[config.mk]
export PLATFORM = sky130hd
export DESIGN_NAME = step_motor_homing_ctrl_flat
export DESIGN_NICKNAME = d
export VERILOG_FILES = /design/src/rtl/step_motor_homing_ctrl_if.sv /design/src/rtl/step_motor_homing_ctrl.sv /design/src/flat_wrapper.sv
export SDC_FILE = /design/constraint.sdc
export NUM_CORES = 1
export LEC_CHECK = 0
export ABC_AREA = 1
export BUFFER_PORTS_ARGS = -buffer_cell sky130_fd_sc_hd__buf_2
export CORE_MARGIN = 8
export CORE_UTILIZATION = 35
export CTS_BUF_LIST = sky130_fd_sc_hd__clkbuf_4 sky130_fd_sc_hd__clkbuf_8
export CTS_CLUSTER_DIAMETER = 150
export DETAILED_ROUTE_END_ITERATION = 12
export HOLD_SLACK_MARGIN = 0.02
export PLACE_DENSITY_LB_ADDON = 0.08
export SETUP_SLACK_MARGIN = 0.02
export SLEW_MARGIN = 20
export SYNTH_ARGS = -nofsm -noshare
export SYNTH_HDL_FRONTEND = slang
export SYNTH_SLANG_ARGS = --single-unit
[constraint.sdc]
create_clock -name clk -period 2.44 [get_ports clk]
set_clock_uncertainty 0.2 [all_clocks]
set_input_delay 0.122 -clock clk [delete_from_list [all_inputs] [get_ports clk]]
set_output_delay 0.122 -clock clk [all_outputs]
set_load 0.05 [all_outputs]
[src/rtl/step_motor_homing_ctrl_if.sv]
// step_motor_homing_ctrl_if: control/status bundle between the homing controller and one motor channel
// master: drives m_start, m_stop, m_dir, m_speed, m_step, m_ms; samples m_state (running), m_zpsign (zero sensor)
// slave:  motor channel side of the same signals
interface step_motor_homing_ctrl_if #(
  parameter int C_STEP_NUMBER_WIDTH = 16,
  parameter int C_SPEED_DATA_WIDTH  = 16,
  parameter int C_MICROSTEP_WIDTH   = 3
);
  logic                           m_start;
  logic                           m_stop;
  logic                           m_dir;
  logic [C_SPEED_DATA_WIDTH-1:0]  m_speed;
  logic [C_STEP_NUMBER_WIDTH-1:0] m_step;
  logic [C_MICROSTEP_WIDTH-1:0]   m_ms;
  logic                           m_state;
  logic                           m_zpsign;
  modport master(output m_start, m_stop, m_dir, m_speed, m_step, m_ms, input m_state, m_zpsign);
  modport slave(input m_start, m_stop, m_dir, m_speed, m_step, m_ms, output m_state, m_zpsign);
endinterface

[src/rtl/step_motor_homing_ctrl.sv]
// step_motor_homing_ctrl: seek / back-off / fine re-approach homing sequencer for one step-motor channel
// clk, resetn (async active-low); cmd_home / cmd_abort: single-cycle host pulses
// cfg_*: seek/fine speed, max seek travel, back-off travel, microstep select (latched on start)
// busy, done_pulse, home_ok, home_err: host status; m: motor channel bundle (master side)
module step_motor_homing_ctrl #(
  parameter int   C_STEP_NUMBER_WIDTH = 16,
  parameter int   C_SPEED_DATA_WIDTH  = 16,
  parameter int   C_MICROSTEP_WIDTH   = 3,
  parameter logic C_HOME_DIR          = 1'b0,
  parameter int   C_REQ_TIMEOUT       = 64
)(
  input  logic                           clk,
  input  logic                           resetn,
  input  logic                           cmd_home,
  input  logic                           cmd_abort,
  input  logic [C_SPEED_DATA_WIDTH-1:0]  cfg_seek_speed,
  input  logic [C_SPEED_DATA_WIDTH-1:0]  cfg_fine_speed,
  input  logic [C_STEP_NUMBER_WIDTH-1:0] cfg_max_steps,
  input  logic [C_STEP_NUMBER_WIDTH-1:0] cfg_backoff_steps,
  input  logic [C_MICROSTEP_WIDTH-1:0]   cfg_ms,
  output logic                           busy,
  output logic                           done_pulse,
  output logic                           home_ok,
  output logic [2:0]                     home_err,
  step_motor_homing_ctrl_if.master       m
);
  localparam int SN = C_STEP_NUMBER_WIDTH;
  localparam int SD = C_SPEED_DATA_WIDTH;
  localparam logic [15:0] L_TO_LAST = 16'(C_REQ_TIMEOUT - 1);
  typedef enum logic [3:0] {IDLE, SEEK_REQ, SEEK_RUN, HALT, BACK_REQ, BACK_RUN, FINE_REQ, FINE_RUN, DONE, ERR} state_t;
  state_t r_state, w_nxt, r_ret, w_ret;
  logic [2:0] r_err, w_err;
  logic [15:0] r_cnt;
  logic [SD-1:0] r_seek_speed, r_fine_speed, w_seek_speed, w_fine_speed;
  logic [SN-1:0] r_max, r_back, w_max, w_back, w_fine_step;
  logic [SN:0] w_dbl;
  logic w_idle, w_accept, w_abort;
  assign w_idle       = r_state inside {IDLE, DONE, ERR};
  assign w_accept     = cmd_home && w_idle;
  assign w_abort      = cmd_abort && !w_idle;
  // the first request is issued on the accept edge, before the latches hold the new config
  assign w_seek_speed = w_accept ? cfg_seek_speed : r_seek_speed;
  assign w_fine_speed = w_accept ? cfg_fine_speed : r_fine_speed;
  assign w_max        = w_accept ? cfg_max_steps : r_max;
  assign w_back       = w_accept ? cfg_backoff_steps : r_back;
  assign w_dbl        = {w_back, 1'b0};
  assign w_fine_step  = w_dbl[SN] ? '1 : w_dbl[SN-1:0];
  always_comb begin
    w_nxt = r_state;
    w_ret = r_ret;
    w_err = r_err;
    case (r_state)
      IDLE, DONE, ERR: begin
        w_nxt = w_accept ? (m.m_zpsign ? BACK_REQ : SEEK_REQ) : IDLE;
        w_err = w_accept ? 3'd0 : r_err;
      end
      SEEK_REQ, BACK_REQ, FINE_REQ: begin
        if (m.m_state) w_nxt = r_state == SEEK_REQ ? SEEK_RUN : r_state == BACK_REQ ? BACK_RUN : FINE_RUN;
        else if (r_cnt == L_TO_LAST) begin
          w_nxt = ERR;
          w_err = 3'd5;
        end
      end
      SEEK_RUN: begin
        if (m.m_zpsign) begin
          w_nxt = HALT;
          w_ret = BACK_REQ;
        end else if (!m.m_state) begin
          w_nxt = ERR;
          w_err = 3'd1;
        end
      end
      BACK_RUN: begin
        if (!m.m_state) begin
          w_nxt = m.m_zpsign ? ERR : FINE_REQ;
          w_err = m.m_zpsign ? 3'd2 : r_err;
        end
      end
      FINE_RUN: begin
        if (m.m_zpsign) begin
          w_nxt = HALT;
          w_ret = DONE;
        end else if (!m.m_state) begin
          w_nxt = ERR;
          w_err = 3'd3;
        end
      end
      HALT: w_nxt = m.m_state ? HALT : r_ret;
      default: w_nxt = IDLE;
    endcase
    // abort beats any sensor event this cycle; a pending halt error keeps its code
    if (w_abort) begin
      w_nxt = m.m_state ? HALT : ERR;
      w_ret = ERR;
      w_err = r_err != 3'd0 ? r_err : 3'd4;
    end
  end
  always_ff @(posedge clk or negedge resetn) begin
    if (!resetn) begin
      r_state      <= IDLE;
      r_ret        <= IDLE;
      r_err        <= '0;
      r_cnt        <= '0;
      r_seek_speed <= '0;
      r_fine_speed <= '0;
      r_max        <= '0;
      r_back       <= '0;
      busy         <= 1'b0;
      done_pulse   <= 1'b0;
      home_ok      <= 1'b0;
      home_err     <= '0;
      m.m_start    <= 1'b0;
      m.m_stop     <= 1'b0;
      m.m_dir      <= 1'b0;
      m.m_speed    <= '0;
      m.m_step     <= '0;
      m.m_ms       <= '0;
    end else begin
      r_state      <= w_nxt;
      r_ret        <= w_ret;
      r_err        <= w_err;
      r_cnt        <= w_nxt != r_state ? 16'd0 : r_cnt + 16'd1;
      r_seek_speed <= w_seek_speed;
      r_fine_speed <= w_fine_speed;
      r_max        <= w_max;
      r_back       <= w_back;
      m.m_ms       <= w_accept ? cfg_ms : m.m_ms;
      busy         <= !(w_nxt inside {IDLE, DONE, ERR});
      done_pulse   <= w_nxt inside {DONE, ERR};
      home_ok      <= w_nxt == DONE || (home_ok && !w_accept);
      home_err     <= w_nxt == ERR ? w_err : w_accept ? 3'd0 : home_err;
      m.m_start    <= w_nxt inside {SEEK_REQ, BACK_REQ, FINE_REQ};
      m.m_stop     <= w_nxt == HALT;
      m.m_dir      <= w_nxt inside {SEEK_REQ, FINE_REQ} ? C_HOME_DIR : w_nxt == BACK_REQ ? ~C_HOME_DIR : m.m_dir;
      m.m_speed    <= w_nxt == SEEK_REQ ? w_seek_speed : w_nxt inside {BACK_REQ, FINE_REQ} ? w_fine_speed : m.m_speed;
      m.m_step     <= w_nxt == SEEK_REQ ? w_max : w_nxt == BACK_REQ ? w_back : w_nxt == FINE_REQ ? w_fine_step : m.m_step;
    end
  end
endmodule

[src/flat_wrapper.sv]
// flat-port wrapper written by rule: the top's interface ports become plain ports
module step_motor_homing_ctrl_flat 
#(
  parameter int   C_STEP_NUMBER_WIDTH = 16,
  parameter int   C_SPEED_DATA_WIDTH  = 16,
  parameter int   C_MICROSTEP_WIDTH   = 3,
  parameter logic C_HOME_DIR          = 1'b0,
  parameter int   C_REQ_TIMEOUT       = 64
)
  (clk, resetn, cmd_home, cmd_abort, cfg_seek_speed, cfg_fine_speed, cfg_max_steps, cfg_backoff_steps, cfg_ms, busy, done_pulse, home_ok, home_err, m_m_start, m_m_stop, m_m_dir, m_m_speed, m_m_step, m_m_ms, m_m_state, m_m_zpsign);
  step_motor_homing_ctrl_if #(.C_STEP_NUMBER_WIDTH(C_STEP_NUMBER_WIDTH), .C_SPEED_DATA_WIDTH(C_SPEED_DATA_WIDTH), .C_MICROSTEP_WIDTH(C_MICROSTEP_WIDTH)) m_i ();
  input  logic clk;
  input  logic resetn;
  input  logic cmd_home;
  input  logic cmd_abort;
  input  logic [C_SPEED_DATA_WIDTH-1:0] cfg_seek_speed;
  input  logic [C_SPEED_DATA_WIDTH-1:0] cfg_fine_speed;
  input  logic [C_STEP_NUMBER_WIDTH-1:0] cfg_max_steps;
  input  logic [C_STEP_NUMBER_WIDTH-1:0] cfg_backoff_steps;
  input  logic [C_MICROSTEP_WIDTH-1:0] cfg_ms;
  output logic busy;
  output logic done_pulse;
  output logic home_ok;
  output logic [2:0] home_err;
  output wire logic [$bits(m_i.m_start)-1:0] m_m_start;
  output wire logic [$bits(m_i.m_stop)-1:0] m_m_stop;
  output wire logic [$bits(m_i.m_dir)-1:0] m_m_dir;
  output wire logic [$bits(m_i.m_speed)-1:0] m_m_speed;
  output wire logic [$bits(m_i.m_step)-1:0] m_m_step;
  output wire logic [$bits(m_i.m_ms)-1:0] m_m_ms;
  input wire logic [$bits(m_i.m_state)-1:0] m_m_state;
  input wire logic [$bits(m_i.m_zpsign)-1:0] m_m_zpsign;
  assign m_m_start = m_i.m_start;
  assign m_m_stop = m_i.m_stop;
  assign m_m_dir = m_i.m_dir;
  assign m_m_speed = m_i.m_speed;
  assign m_m_step = m_i.m_step;
  assign m_m_ms = m_i.m_ms;
  assign m_i.m_state = m_m_state;
  assign m_i.m_zpsign = m_m_zpsign;
  step_motor_homing_ctrl #(.C_STEP_NUMBER_WIDTH(C_STEP_NUMBER_WIDTH), .C_SPEED_DATA_WIDTH(C_SPEED_DATA_WIDTH), .C_MICROSTEP_WIDTH(C_MICROSTEP_WIDTH), .C_HOME_DIR(C_HOME_DIR), .C_REQ_TIMEOUT(C_REQ_TIMEOUT)) u_core (.clk(clk), .resetn(resetn), .cmd_home(cmd_home), .cmd_abort(cmd_abort), .cfg_seek_speed(cfg_seek_speed), .cfg_fine_speed(cfg_fine_speed), .cfg_max_steps(cfg_max_steps), .cfg_backoff_steps(cfg_backoff_steps), .cfg_ms(cfg_ms), .busy(busy), .done_pulse(done_pulse), .home_ok(home_ok), .home_err(home_err), .m(m_i));
endmodule
==> metrics.cfg <==
[status]
status=complete, but fails checks
violations=negative setup slack

[global_routing]
antenna_found_initial=1
grt_max_degree=57
grt_pass1_vias=6065
grt_usage_pct=16.6
grt_pass1_wl_um=31600
grt-ovfl-total=0

[detailed_routing]
vias_per_cell=4.57
drtPass1Iterations=5
drc=0
wl_per_cell_um=15.1
wl_um=19900
drtAntennaViolNets=0
vias=6018
drtIter0Drc=254

[synth]
synth_top_family_by_area=simple AND/OR/NAND/NOR gates
synthSimpleGateAreaFrac_pct=35.1
synth_area_leaders=dfrtp_1 (51%), nand2_1 (18%), nand3_1 (6.0%)
yosysTopAreaCellShare_pct=50.9
synth_compound_area_share_pct=4.64
ys_warn_count=0
yosys.area.top_type=dfrtp_1
yosysSeqAreaShare_pct=50.9
netlist_area_um2=6580
syn_avg_cell_area_um2=8.08
syn-num-nets=889
synth.distinct_cells=38
synth_cells=815
synth_xor_area_share_pct=1.86
muxShareOfSynthArea_pct=0
synth_seq_cells=134
synth_fa_ha_area_share_pct=0.190

[timing]
timing.final.crit_share_pct=101
setup_ws_ns=-0.0144
worst_slew_pin_slew_ns=0.601
setup_viol=7
slew_headroom_pct=60.0
holdWs_ns=0.0324
hold_violations=0
timing.fmax_mhz=407
period_needed_ns=2.45
report.final.slew_viol_count=0
rsz0062_at_grt=true

[finish]
drive_gt1_share_pct=35.3
fin_area_um2=9790
syn_to_final_growth_pct=48.7
nets=1144

[clock_tree]
clock-sinks=134
root_buffer=clkbuf_8
cts_tree=built
cts_buffer_depth=2
clk_latency_ns=0.44
clk_pin_slew_ns=0.08
cts_buffers=17
cts_htree_levels=4

[critical_path]
cp.buffers_inverters=4
crit_fanout=8
required_ns=2.57
cp.arrival_ns=2.59
critPathTopFamily=simple AND/OR/NAND/NOR gates
crit_chain=nor2_4 > nand2_4 > nor2_4 > buf_6 > nand2_4 > nand2_4 > nor2_4 > nand3_4 > inv_6 > nor2_8 > nand2_8 > nand2_8 > clkinv_8 > clkbuf_16 > nand2_4 > nand3_2
cpMostUsedCell=nand2_4
cp-end-kind=flop
slowest_delay_ns=0.49
crit_slowest_cell=dfrtp_2
worstSetupPathType=reg2reg
start_kind=flop

[floorplan]
die-height_um=153
ios=117
die_width_um=153
floorplan.initialDensity_pct=35.4
coreArea_um2=18600
row_count=50
die_area_um2=23500

[power]
power_density_nw_per_um2=1580
p_seq_share_pct=23.4
p_switching_uw=7230
peakVddDrop_uv=978
internal-power_uw=8250
p_sw_share_pct=46.7
leakagePower_uw=0.00505
pwr-share-clk_pct=14.6
pwr-share-comb_pct=62.0

[hold_path]
hold_path_class=in2async

[placed_design]
io_buffers=116
dpl.hpwl_um=12900
postPlaceCellArea_um2=7810
gp_congestion=0.820
dpl_worst_slack_ns=-0.0313

[job]
drv_cap=0

## power groups by stage
stage	clock [uW]	combinational, uW	sequential, uW
floorplan	0	4290	4610
global placement	0	7760	3580
detailed placement	0	7740	3580
CTS	2330	7960	3550
global route	2420	10500	3710
finish	2260	9600	3620
## flip-flops by register name, summed over array words and instances, names as in the netlist, 4 cells and up
register             count
u_core.m.m_step         16
u_core.r_max            16
u_core.r_cnt            16
u_core.r_fine_speed     16
u_core.m.m_speed        16
u_core.r_seek_speed     16
u_core.r_state           4
u_core.r_back           16
## final timing paths
check,slack [ns],to,cells after the start,from
worst min register to register,0.27,u_core.r_max[15]$_DFF_PN0_,2,u_core.r_max[15]$_DFF_PN0_
worst min-delay path,0.03,u_core.r_ret[3]$_DFFE_PN0P_,2,resetn
max in group asynchronous,1.31,u_core.m.m_step[10]$_DFFE_PN0P_,3,resetn
worst max register to register,-0.01,u_core.m.m_speed[4]$_DFFE_PN0P_,16,u_core.r_state[2]$_DFF_PN0_
worst max-delay path,-0.01,u_core.m.m_speed[4]$_DFFE_PN0P_,16,u_core.r_state[2]$_DFF_PN0_
min in group clk,0.09,u_core.r_err[1]$_DFF_PN0_,7,m_m_state
## per-stage QoR
stage | std cells | setup TNS, ns | utilization (%) | power, uW
2_1_floorplan | 815 | 0 | - | 8900
3_5_place_dp | 1189 | -0.234 | 42.0 | 11300
4_1_cts | 1295 | 0 | 48.7 | 13800
3_3_place_gp | 1189 | -0.425 | 42.0 | 11300
6_report | 1318 | -0.0607 | 52.7 | 15500
5_1_grt | 1318 | -3.14 | 52.7 | 16600
## cell type report
class                           count  area, um^2
Sequential cell                   134        3360
Antenna cell                        1        2.50
Clock inverter                     12         224
Clock buffer                       20         256
Multi-Input combinational cell    572        3160
Tap cell                          234         293
Inverter                           79         333
Timing Repair Buffer              266        2170
Fill cell                        1740        8790
## cell usage after synthesis, drive strengths merged
| cell | count |
|---|---|
| clkinv | 9 |
| inv | 70 |
| clkbuf | 10 |
| ha | 1 |
| o211ai | 1 |
| buf | 20 |
| o21ai | 41 |
| nand4 | 5 |
| a21oi | 5 |
| nor2 | 57 |
| nand3 | 81 |
| nand3b | 1 |
| nand2 | 328 |
| a31oi | 1 |
| o22ai | 1 |
| xor2 | 12 |
| or2 | 30 |
| o21bai | 3 |
| nor3 | 1 |
| xnor2 | 2 |
| dfrtp | 134 |
| a31o | 1 |
| a22o | 1 |
## placed cells by master (no fill, tap or decap), drive strengths merged, types with 2 or more instances in the layout
master	n
a21oi	5
buf	191
bufinv	6
clkbuf	24
clkinv	12
clkinvlp	2
dfrtp	134
dlygate4sd3	71
inv	71
nand2	328
nand3	81
nand4	5
nor2	57
o21ai	41
o21bai	3
or2	30
xnor2	2
xor2	12
## cell families after synthesis
logic type      count (synthesis)
compound gates                 54
xor+xnor                       14
fa+ha+maj                       1
buf+inv                       109
flops                         134
simple gates                  503
## per-layer routing
metal  wire [um]  part of all wire [%]  GRT usage [%]
met1        9290                    47           21.3
met2        9460                    48           27.4
met3         885                   4.5           4.40
met4         218                   1.1           4.24
met5           0                     0              0
## what timing repair did
action                                  in CTS  in global routing
cloned                                       1                  4
setup buffers                                2                 18
endpoints found under the hold margin      238                  0
endpoints found under the setup margin      49                 54
gates resized for setup                      6                127
hold buffers                                71                  0
pin swaps                                    3                 33
Power figures use the tool's default switching activity.
